File: src/rtl/pe_mac_if.sv
// Operand/result bundle of one systolic MAC processing element.
// The master drives operands and clear; the slave (the PE) returns the
// forwarded operands and the accumulator state.
interface pe_mac_if #(
   parameter int DATA_W = 8,
   parameter int ACC_W  = 32
);
   logic              i_clear;
   logic              i_valid;
   logic [DATA_W-1:0] i_a;
   logic [DATA_W-1:0] i_b;
   logic [DATA_W-1:0] o_a;
   logic [DATA_W-1:0] o_b;
   logic              o_valid;
   logic [ACC_W-1:0]  o_y;
   logic              o_ovf;

   modport master (
      output i_clear, i_valid, i_a, i_b,
      input  o_a, o_b, o_valid, o_y, o_ovf
   );

   modport slave (
      input  i_clear, i_valid, i_a, i_b,
      output o_a, o_b, o_valid, o_y, o_ovf
   );
endinterface

File: src/rtl/pe_mac_pipe.sv
// Two-stage multiply-accumulate processing element for a systolic array.
// Stage 1 registers the product, stage 2 folds it into a saturating or
// wrapping accumulator. Operands are forwarded east/south one cycle late.
module pe_mac_pipe #(
   parameter int DATA_W   = 8,
   parameter int ACC_W    = 32,
   parameter int SIGNED   = 0,
   parameter int SATURATE = 1
) (
   input logic     i_clk,
   input logic     i_arst,
   pe_mac_if.slave bus
);
   localparam int PROD_W = 2 * DATA_W;
   localparam int MSB    = ACC_W - 1;

   generate
      if (DATA_W < 2 || DATA_W > 32) begin : g_bad_data_w
         $error("pe_mac_pipe: DATA_W must lie in 2..32");
      end
      if (ACC_W < PROD_W) begin : g_bad_acc_w
         $error("pe_mac_pipe: ACC_W must be at least 2*DATA_W");
      end
   endgenerate

   logic [DATA_W-1:0]        a_q, b_q;
   logic                     valid_q;
   logic signed [PROD_W-1:0] a_s, b_s;
   logic [PROD_W-1:0]        a_u, b_u;
   logic [PROD_W-1:0]        prod_d, prod_q;
   logic                     pv_q;
   logic [ACC_W-1:0]         ext;
   logic [ACC_W:0]           sum;
   logic                     overflow;
   logic [ACC_W-1:0]         sat_val;
   logic [ACC_W-1:0]         acc_d, acc_q;
   logic                     ovf_d, ovf_q;

   // Forward path: operands move on only with a valid pair, valid moves every cycle.
   // NOTE: clocked state uses non-blocking assignments so every register samples pre-edge values.
   always_ff @(posedge i_clk or posedge i_arst) begin
      if (i_arst) begin
         a_q     <= '0;
         b_q     <= '0;
         valid_q <= 1'b0;
      end else begin
         valid_q <= bus.i_valid;
         if (bus.i_valid) begin
            a_q <= bus.i_a;
            b_q <= bus.i_b;
         end
      end
   end

   // Full-width product of the current operand pair, signed or unsigned.
   always_comb begin
      a_s = PROD_W'($signed(bus.i_a));
      b_s = PROD_W'($signed(bus.i_b));
      a_u = PROD_W'(bus.i_a);
      b_u = PROD_W'(bus.i_b);
      if (SIGNED != 0) prod_d = a_s * b_s;
      else             prod_d = a_u * b_u;
   end

   // Stage 1: product and its valid bit are captured on every edge, clear or not.
   always_ff @(posedge i_clk or posedge i_arst) begin
      if (i_arst) begin
         prod_q <= '0;
         pv_q   <= 1'b0;
      end else begin
         prod_q <= prod_d;
         pv_q   <= bus.i_valid;
      end
   end

   // Accumulator next state: extend, add, detect overflow, then clamp or wrap.
   // NOTE: every combinational output gets a default first so no path infers a latch.
   always_comb begin
      ext      = (SIGNED != 0) ? ACC_W'($signed(prod_q)) : ACC_W'(prod_q);
      sum      = {1'b0, acc_q} + {1'b0, ext};
      overflow = (SIGNED != 0)
               ? ((acc_q[MSB] == ext[MSB]) && (sum[MSB] != acc_q[MSB]))
               : sum[ACC_W];
      // Signed overflow direction follows the shared operand sign.
      if (SIGNED != 0) sat_val = acc_q[MSB] ? {1'b1, {MSB{1'b0}}} : {1'b0, {MSB{1'b1}}};
      else             sat_val = '1;
      acc_d = acc_q;
      ovf_d = ovf_q;
      if (bus.i_clear) begin
         acc_d = '0;
         ovf_d = 1'b0;
      end else if (pv_q) begin
         ovf_d = ovf_q | overflow;
         acc_d = (overflow && SATURATE != 0) ? sat_val : sum[MSB:0];
      end
   end

   // Stage 2: accumulator and sticky overflow registers.
   always_ff @(posedge i_clk or posedge i_arst) begin
      if (i_arst) begin
         acc_q <= '0;
         ovf_q <= 1'b0;
      end else begin
         acc_q <= acc_d;
         ovf_q <= ovf_d;
      end
   end

   assign bus.o_a     = a_q;
   assign bus.o_b     = b_q;
   assign bus.o_valid = valid_q;
   assign bus.o_y     = acc_q;
   assign bus.o_ovf   = ovf_q;
endmodule

File: src/flat_wrapper.sv
// flat-port wrapper written by rule: the top's interface ports become plain ports
module pe_mac_pipe_flat 
#(
   parameter int DATA_W   = 8,
   parameter int ACC_W    = 32,
   parameter int SIGNED   = 0,
   parameter int SATURATE = 1
)
  (i_clk, i_arst, bus_i_clear, bus_i_valid, bus_i_a, bus_i_b, bus_o_a, bus_o_b, bus_o_valid, bus_o_y, bus_o_ovf);
  pe_mac_if #(.DATA_W(DATA_W), .ACC_W(ACC_W)) bus_i ();
  input logic i_clk;
  input logic i_arst;
  input wire logic [$bits(bus_i.i_clear)-1:0] bus_i_clear;
  input wire logic [$bits(bus_i.i_valid)-1:0] bus_i_valid;
  input wire logic [$bits(bus_i.i_a)-1:0] bus_i_a;
  input wire logic [$bits(bus_i.i_b)-1:0] bus_i_b;
  output wire logic [$bits(bus_i.o_a)-1:0] bus_o_a;
  output wire logic [$bits(bus_i.o_b)-1:0] bus_o_b;
  output wire logic [$bits(bus_i.o_valid)-1:0] bus_o_valid;
  output wire logic [$bits(bus_i.o_y)-1:0] bus_o_y;
  output wire logic [$bits(bus_i.o_ovf)-1:0] bus_o_ovf;
  assign bus_i.i_clear = bus_i_clear;
  assign bus_i.i_valid = bus_i_valid;
  assign bus_i.i_a = bus_i_a;
  assign bus_i.i_b = bus_i_b;
  assign bus_o_a = bus_i.o_a;
  assign bus_o_b = bus_i.o_b;
  assign bus_o_valid = bus_i.o_valid;
  assign bus_o_y = bus_i.o_y;
  assign bus_o_ovf = bus_i.o_ovf;
  pe_mac_pipe #(.DATA_W(DATA_W), .ACC_W(ACC_W), .SIGNED(SIGNED), .SATURATE(SATURATE)) u_core (.i_clk(i_clk), .i_arst(i_arst), .bus(bus_i));
endmodule
File: config.mk
export PLATFORM = sky130hd
export DESIGN_NAME = pe_mac_pipe_flat
export DESIGN_NICKNAME = d
export VERILOG_FILES = /design/src/rtl/pe_mac_if.sv /design/src/rtl/pe_mac_pipe.sv /design/src/flat_wrapper.sv
export SDC_FILE = /design/constraint.sdc
export NUM_CORES = 1
export LEC_CHECK = 0
export CAP_MARGIN = 15
export CORE_AREA = 5 5 106 108
export DETAILED_ROUTE_END_ITERATION = 8
export DIE_AREA = 0 0 111 113
export PLACE_DENSITY = 0.77
export SLEW_MARGIN = 0
export SYNTH_ARGS = -nofsm -noshare
export SYNTH_HDL_FRONTEND = slang
export SYNTH_SLANG_ARGS = --single-unit
File: constraint.sdc
create_clock -name i_clk -period 6 [get_ports i_clk]
set_input_delay 1.2 -clock i_clk [delete_from_list [all_inputs] [get_ports i_clk]]
set_output_delay 1.2 -clock i_clk [all_outputs]
set_load 0.02 [all_outputs]
After elaboration in Yosys (flattened, before gate mapping)
Index checks and enable logic that the tools add are counted.
{"block": "totals", "reg_bits": 66, "output_inout_bits": 50, "input_bits": 20, "rom_bits": 0, "mem_bits_rw": 0, "latchBits": 0, "mem_count": 0, "wordCells": 15}
{"block": "op_classes", "bitwise_logic": 1, "mux": 5, "multipliers": 1, "div_mod_pow": 0, "n_lt_le_gt_ge": 0, "shift": 0, "n_eq_ne": 0, "n_reduce_logical": 1, "add_sub_neg": 1}
{"op": "$mux 32", "count": 3}
{"op": "$add 32x16->33", "count": 1}
{"op": "$mul 8x8->16", "count": 1}
{"op": "$mux 1", "count": 2}
{"op": "$reduce_bool 2->1", "count": 1}
{"op": "$or 1x1->1", "count": 1}

Logic depth before layout (Yosys ltp)
{"block": "depth", "word_depth": 4, "depth_mapped": 16, "mapped_depth_nobuf": 16}

Worst setup path before layout
OpenSTA, ideal clock, no wires.
{"block": "synth_timing", "path_type": "input port to flip-flop", "startpoint": "in bus_i_a[0]", "endpoint": "reg u_core.prod_q[15]", "slack_ps": 969, "required_time_ps": 5920, "setup_time_ps": 80, "path_stages": 14, "n_path_buf": 0, "t_arrival_ps": 4951, "path_cell_list": "nand2_1 > fa_1 > fa_1 > inv_1 > fa_1 > inv_1 > fa_1 > inv_1 > ha_1 > a21boi_1 > o41a_1 > a41o_1 > o41ai_1 > xnor2_1"}
{"block": "synth_between", "elab_chain_len": 1}
{"element": "start, declared", "line_no": "flat_wrapper.sv:15", "text": "input wire logic [$bits(bus_i.i_a)-1:0] bus_i_a;"}
{"element": "$mul 8x8->16", "line_no": "pe_mac_pipe.sv:62", "text": "else prod_d = a_u * b_u;"}
{"element": "named net u_core.prod_d[15]", "line_no": "pe_mac_pipe.sv:30", "text": "logic [PROD_W-1:0] prod_d, prod_q;"}
{"element": "end signal, assigned", "line_no": "pe_mac_pipe.sv:71", "text": "prod_q <= prod_d;"}
{"element": "end, declared", "line_no": "pe_mac_pipe.sv:30"}
The timed path passes the listed nets, and every way through them passes these cells.
A chain may end at the register's enable or synchronous reset.

Final worst setup path
{"block": "layout_timing", "startpoint": "in bus_i_a[1]", "endpoint": "reg u_core.prod_q[15]"}
The elaborated chain is that of the path after synthesis.

==> results.sh <==
export IMPL_critPathMaxStageDelay_ns=0.64
export IMPL_cts_hold_buffers=0
export IMPL_intPower_mw=1.30
export IMPL_clkTransAtPathRegs_ns=0.07
export IMPL_synth_top_family_by_area="adder cells"
export IMPL_worstPathMaxFanout=9
export IMPL_grt_overflow=0
export IMPL_yosys_area_share_simple_pct=17.2
export IMPL_die_h_um=113
export IMPL_fillers=819
export IMPL_post_route_drc_count=0
export IMPL_grt_first_pass_wirelength_um=20300
export IMPL_cp_end_kind="flop"
export IMPL_area_growth_pct=19.3
export IMPL_htreeDepth=3
export IMPL_yosysWarnings=0
export IMPL_drv_cap=0
export IMPL_status="complete, no violations"
export IMPL_finalCriticalPeriod_ns=5.57
export IMPL_grt_max_degree=47
export IMPL_layout_commonest_cell="clkdlybuf4s50_1"
export IMPL_synth_mux_area_share_pct=3.49
export IMPL_finalCritPeriodShare_pct=92.8
export IMPL_crit_type="input pin to flop"
export IMPL_crit_top_cell="fa_1"
export IMPL_skew_ns=0.0131
export IMPL_synth_async_reset_ratio_pct=100
export IMPL_synth_edf_count=0
export IMPL_hpwlAfterDp_um=9100
export IMPL_ant_nets=0
export IMPL_pwr_share_comb_pct=56.4
export IMPL_ys_seq_area_share_pct=30.3
export IMPL_synth_fa_ha_area_share_pct=25.6
export IMPL_cp_arrival_ns=5.83
export IMPL_tightest_slew_ns=0.877
export IMPL_initial_core_util_pct=53.7
export IMPL_crit_chain="clkdlybuf4s50_1, nand2_1, fa_1, fa_1, inv_1, fa_1, inv_1, fa_1, inv_1, ha_1, a21boi_1, o41a_1, a41o_1, o41ai_1, xnor2_1"
export IMPL_required_ns=6.26
export IMPL_rows=37
export IMPL_io_buffers=69
export IMPL_cts_sinks=66
export IMPL_finalSetupViolations=0
export IMPL_final_util_pct=64.0
export IMPL_tns_ns=0
export IMPL_cts_tree="done"
export IMPL_gp_congestion=0.884
export IMPL_diodes=0
export IMPL_netlist_area_um2=5440
export IMPL_wl_per_cell_um=15.3
export IMPL_ios=70
export IMPL_clockBufferDepth=2
export IMPL_ys_ff_latch=66
export IMPL_antenna_found_initial=0
export IMPL_pre_cts_ws_ns=0.0573
export IMPL_vias_per_cell=5.60
export IMPL_fp_dieArea_um2=12500
export IMPL_die_x_um=111
export IMPL_yosys_area_share_xor_xnor_pct=4.02
export IMPL_cts_setup_buffers=0
export IMPL_layout_common_cells="clkdlybuf4s50_1 (69), dfrtp_1 (66), and2_1 (59)"
export IMPL_design_core_area_um2=10100
export IMPL_final_nets=732
export IMPL_cts_made_buffers=9
export IMPL_synthCells=548
export IMPL_drive_gt1_share_pct=8.60
export IMPL_initialDrtViolationCount=196
export IMPL_power_frac_seq_pct=26.6
export IMPL_clock_latency_ns=0.35
export IMPL_firstDrtPassIters=4
export IMPL_fin_cells=764
export IMPL_wirelength_um=11700
export IMPL_grt_pass1_vias=4407
export IMPL_vias=4279
export IMPL_ys_flop_type="dfrtp_1"
export IMPL_synth_cell_types=55
export IMPL_cts_resized=0
export IMPL_finalHoldViolations=0
export IMPL_cts_root_buf="clkbuf_8"
export IMPL_fin_ws_ns=0.429
export IMPL_p_leak_nw=2.98
export IMPL_swShare_pct=41.0
export IMPL_avgSynthCellArea_um2=9.93
export IMPL_clkPwrFrac_pct=17.1
export IMPL_crit_slowest_cell="clkdlybuf4s50_1"
export IMPL_start_kind="input pin"
export IMPL_rsz0062_at_grt="false"
export IMPL_grt_util_all_layers_pct=19.4
export IMPL_min_delay_path_class="flop to flop"
export IMPL_dp_cells=748
export IMPL_power_switching_mw=0.907
export IMPL_vdd_ir_drop_worst_mv=0.151
export IMPL_synth_compound_area_share_pct=14.7
export IMPL_power_density_nw_per_um2=340
export IMPL_synth_nets=657
export IMPL_slew_headroom_pct=41.5
export IMPL_slew_violations=0
export IMPL_max_freq_mhz=180
## per-stage QoR
stage / instance area, um2 / hold slack [ns] / total power [mW]
2_1_floorplan: 5440 / 0.599 / 1.54
3_3_place_gp: 6300 / 0.483 / 1.79
3_5_place_dp: 6300 / 0.494 / 1.84
4_1_cts: 6490 / 0.512 / 2.23
5_1_grt: 6490 / 0.532 / 2.40
6_report: 6490 / 0.507 / 2.21
## Yosys cell counts (2+ instances only)
master / count / share of area [%]
nand4_1: 3 / 0.34
o21bai_1: 2 / 0.28
a311oi_2: 8 / 2.2
dfrtp_1: 66 / 30
and2_1: 59 / 6.8
a21oi_1: 25 / 2.3
o21a_1: 6 / 0.83
a21o_1: 8 / 1.1
mux2_2: 16 / 3.3
a211oi_1: 6 / 0.83
nand2b_1: 2 / 0.23
and4_1: 3 / 0.48
fa_1: 37 / 14
ha_1: 52 / 12
nand3_1: 7 / 0.64
clkbuf_1: 8 / 0.55
nand2_1: 31 / 2.1
xnor2_1: 15 / 2.4
xor2_1: 10 / 1.6
a311oi_1: 9 / 1.4
and3_1: 5 / 0.57
buf_6: 2 / 0.41
a41o_1: 2 / 0.37
buf_1: 2 / 0.14
o22ai_1: 6 / 0.69
inv_1: 50 / 3.4
o21ai_0: 6 / 0.55
a31oi_1: 7 / 0.80
nor3_1: 10 / 0.92
o21ai_1: 4 / 0.37
o41ai_1: 3 / 0.48
nor2_1: 48 / 3.3
a41oi_1: 2 / 0.32
nor2b_1: 6 / 0.69
and2_0: 2 / 0.23
## kinds of logic (layout without fill, tap and decap cells)
| family | count (synthesis) | count (layout) |
|---|---|---|
| buffers and inverters | 63 | 143 |
| adder cells (fa/ha/maj) | 89 | 89 |
| XOR/XNOR | 25 | 25 |
| flip-flops | 66 | 66 |
| AND/OR/NAND/NOR | 182 | 182 |
| multiplexers | 17 | 17 |
| AO/OA/AOI/OAI | 106 | 106 |
## routing by layer
metal,GRT usage (%),share of wire (%),up-vias
met2,33.9,50,105
met3,4.55,5.4,19
met5,0,0,-
met4,6.90,1.6,0
li1,-,-,2052
met1,23.5,43,2103
## area by class of cell
type	instances	area, um2	share of cell area (%)
inverter	50	188	2.89
sequential	66	1650	25.4
multi-input combinational	419	3540	54.5
clock inverter	4	51.3	0.790
timing repair buffer	77	751	11.6
clock buffer	12	145	2.24
tap	136	170	2.62
## final timing paths
path	from	endpoint	slack, ns	cells past startpoint
max reg2reg	u_core.bus.o_y[0]	u_core.bus.o_y[12]	2.75	9
min	u_core.bus.o_b[3]	u_core.bus.o_b[3]	0.51	1
min reg2reg	u_core.bus.o_b[3]	u_core.bus.o_b[3]	0.51	1
max in group asynchronous	i_arst	u_core.prod_q[12]	3.87	3
min in group asynchronous	i_arst	u_core.bus.o_b[7]	1.17	2
max	bus_i_a[1]	u_core.prod_q[15]	0.43	15
## power groups by stage
stage / Clock (mW) / Combinational (mW) / Sequential, mW
after floorplan: 0 / 0.902 / 0.634
after global placement: 0 / 1.20 / 0.592
after detailed placement: 0 / 1.24 / 0.596
after CTS: 0.387 / 1.25 / 0.587
after global routing: 0.409 / 1.39 / 0.598
final: 0.377 / 1.25 / 0.587
## sequential cells by signal, summed over array words and instances (netlist names)
signal and cells:
u_core.bus.o_valid 1, u_core.prod_q 16, u_core.bus.o_ovf 1, u_core.bus.o_b 8, u_core.bus.o_y 32, u_core.bus.o_a 8
## critical path, delay by kind of cell
| family | cells | cell delay (ns) |
|---|---|---|
| XOR/XNOR | 1 | 0.18 |
| adder cells (fa/ha/maj) | 5 | 2.42 |
| AO/OA/AOI/OAI | 4 | 1.12 |
| buffers and inverters | 4 | 0.79 |
| AND/OR/NAND/NOR | 1 | 0.12 |
(Power assumes the default switching activity.)
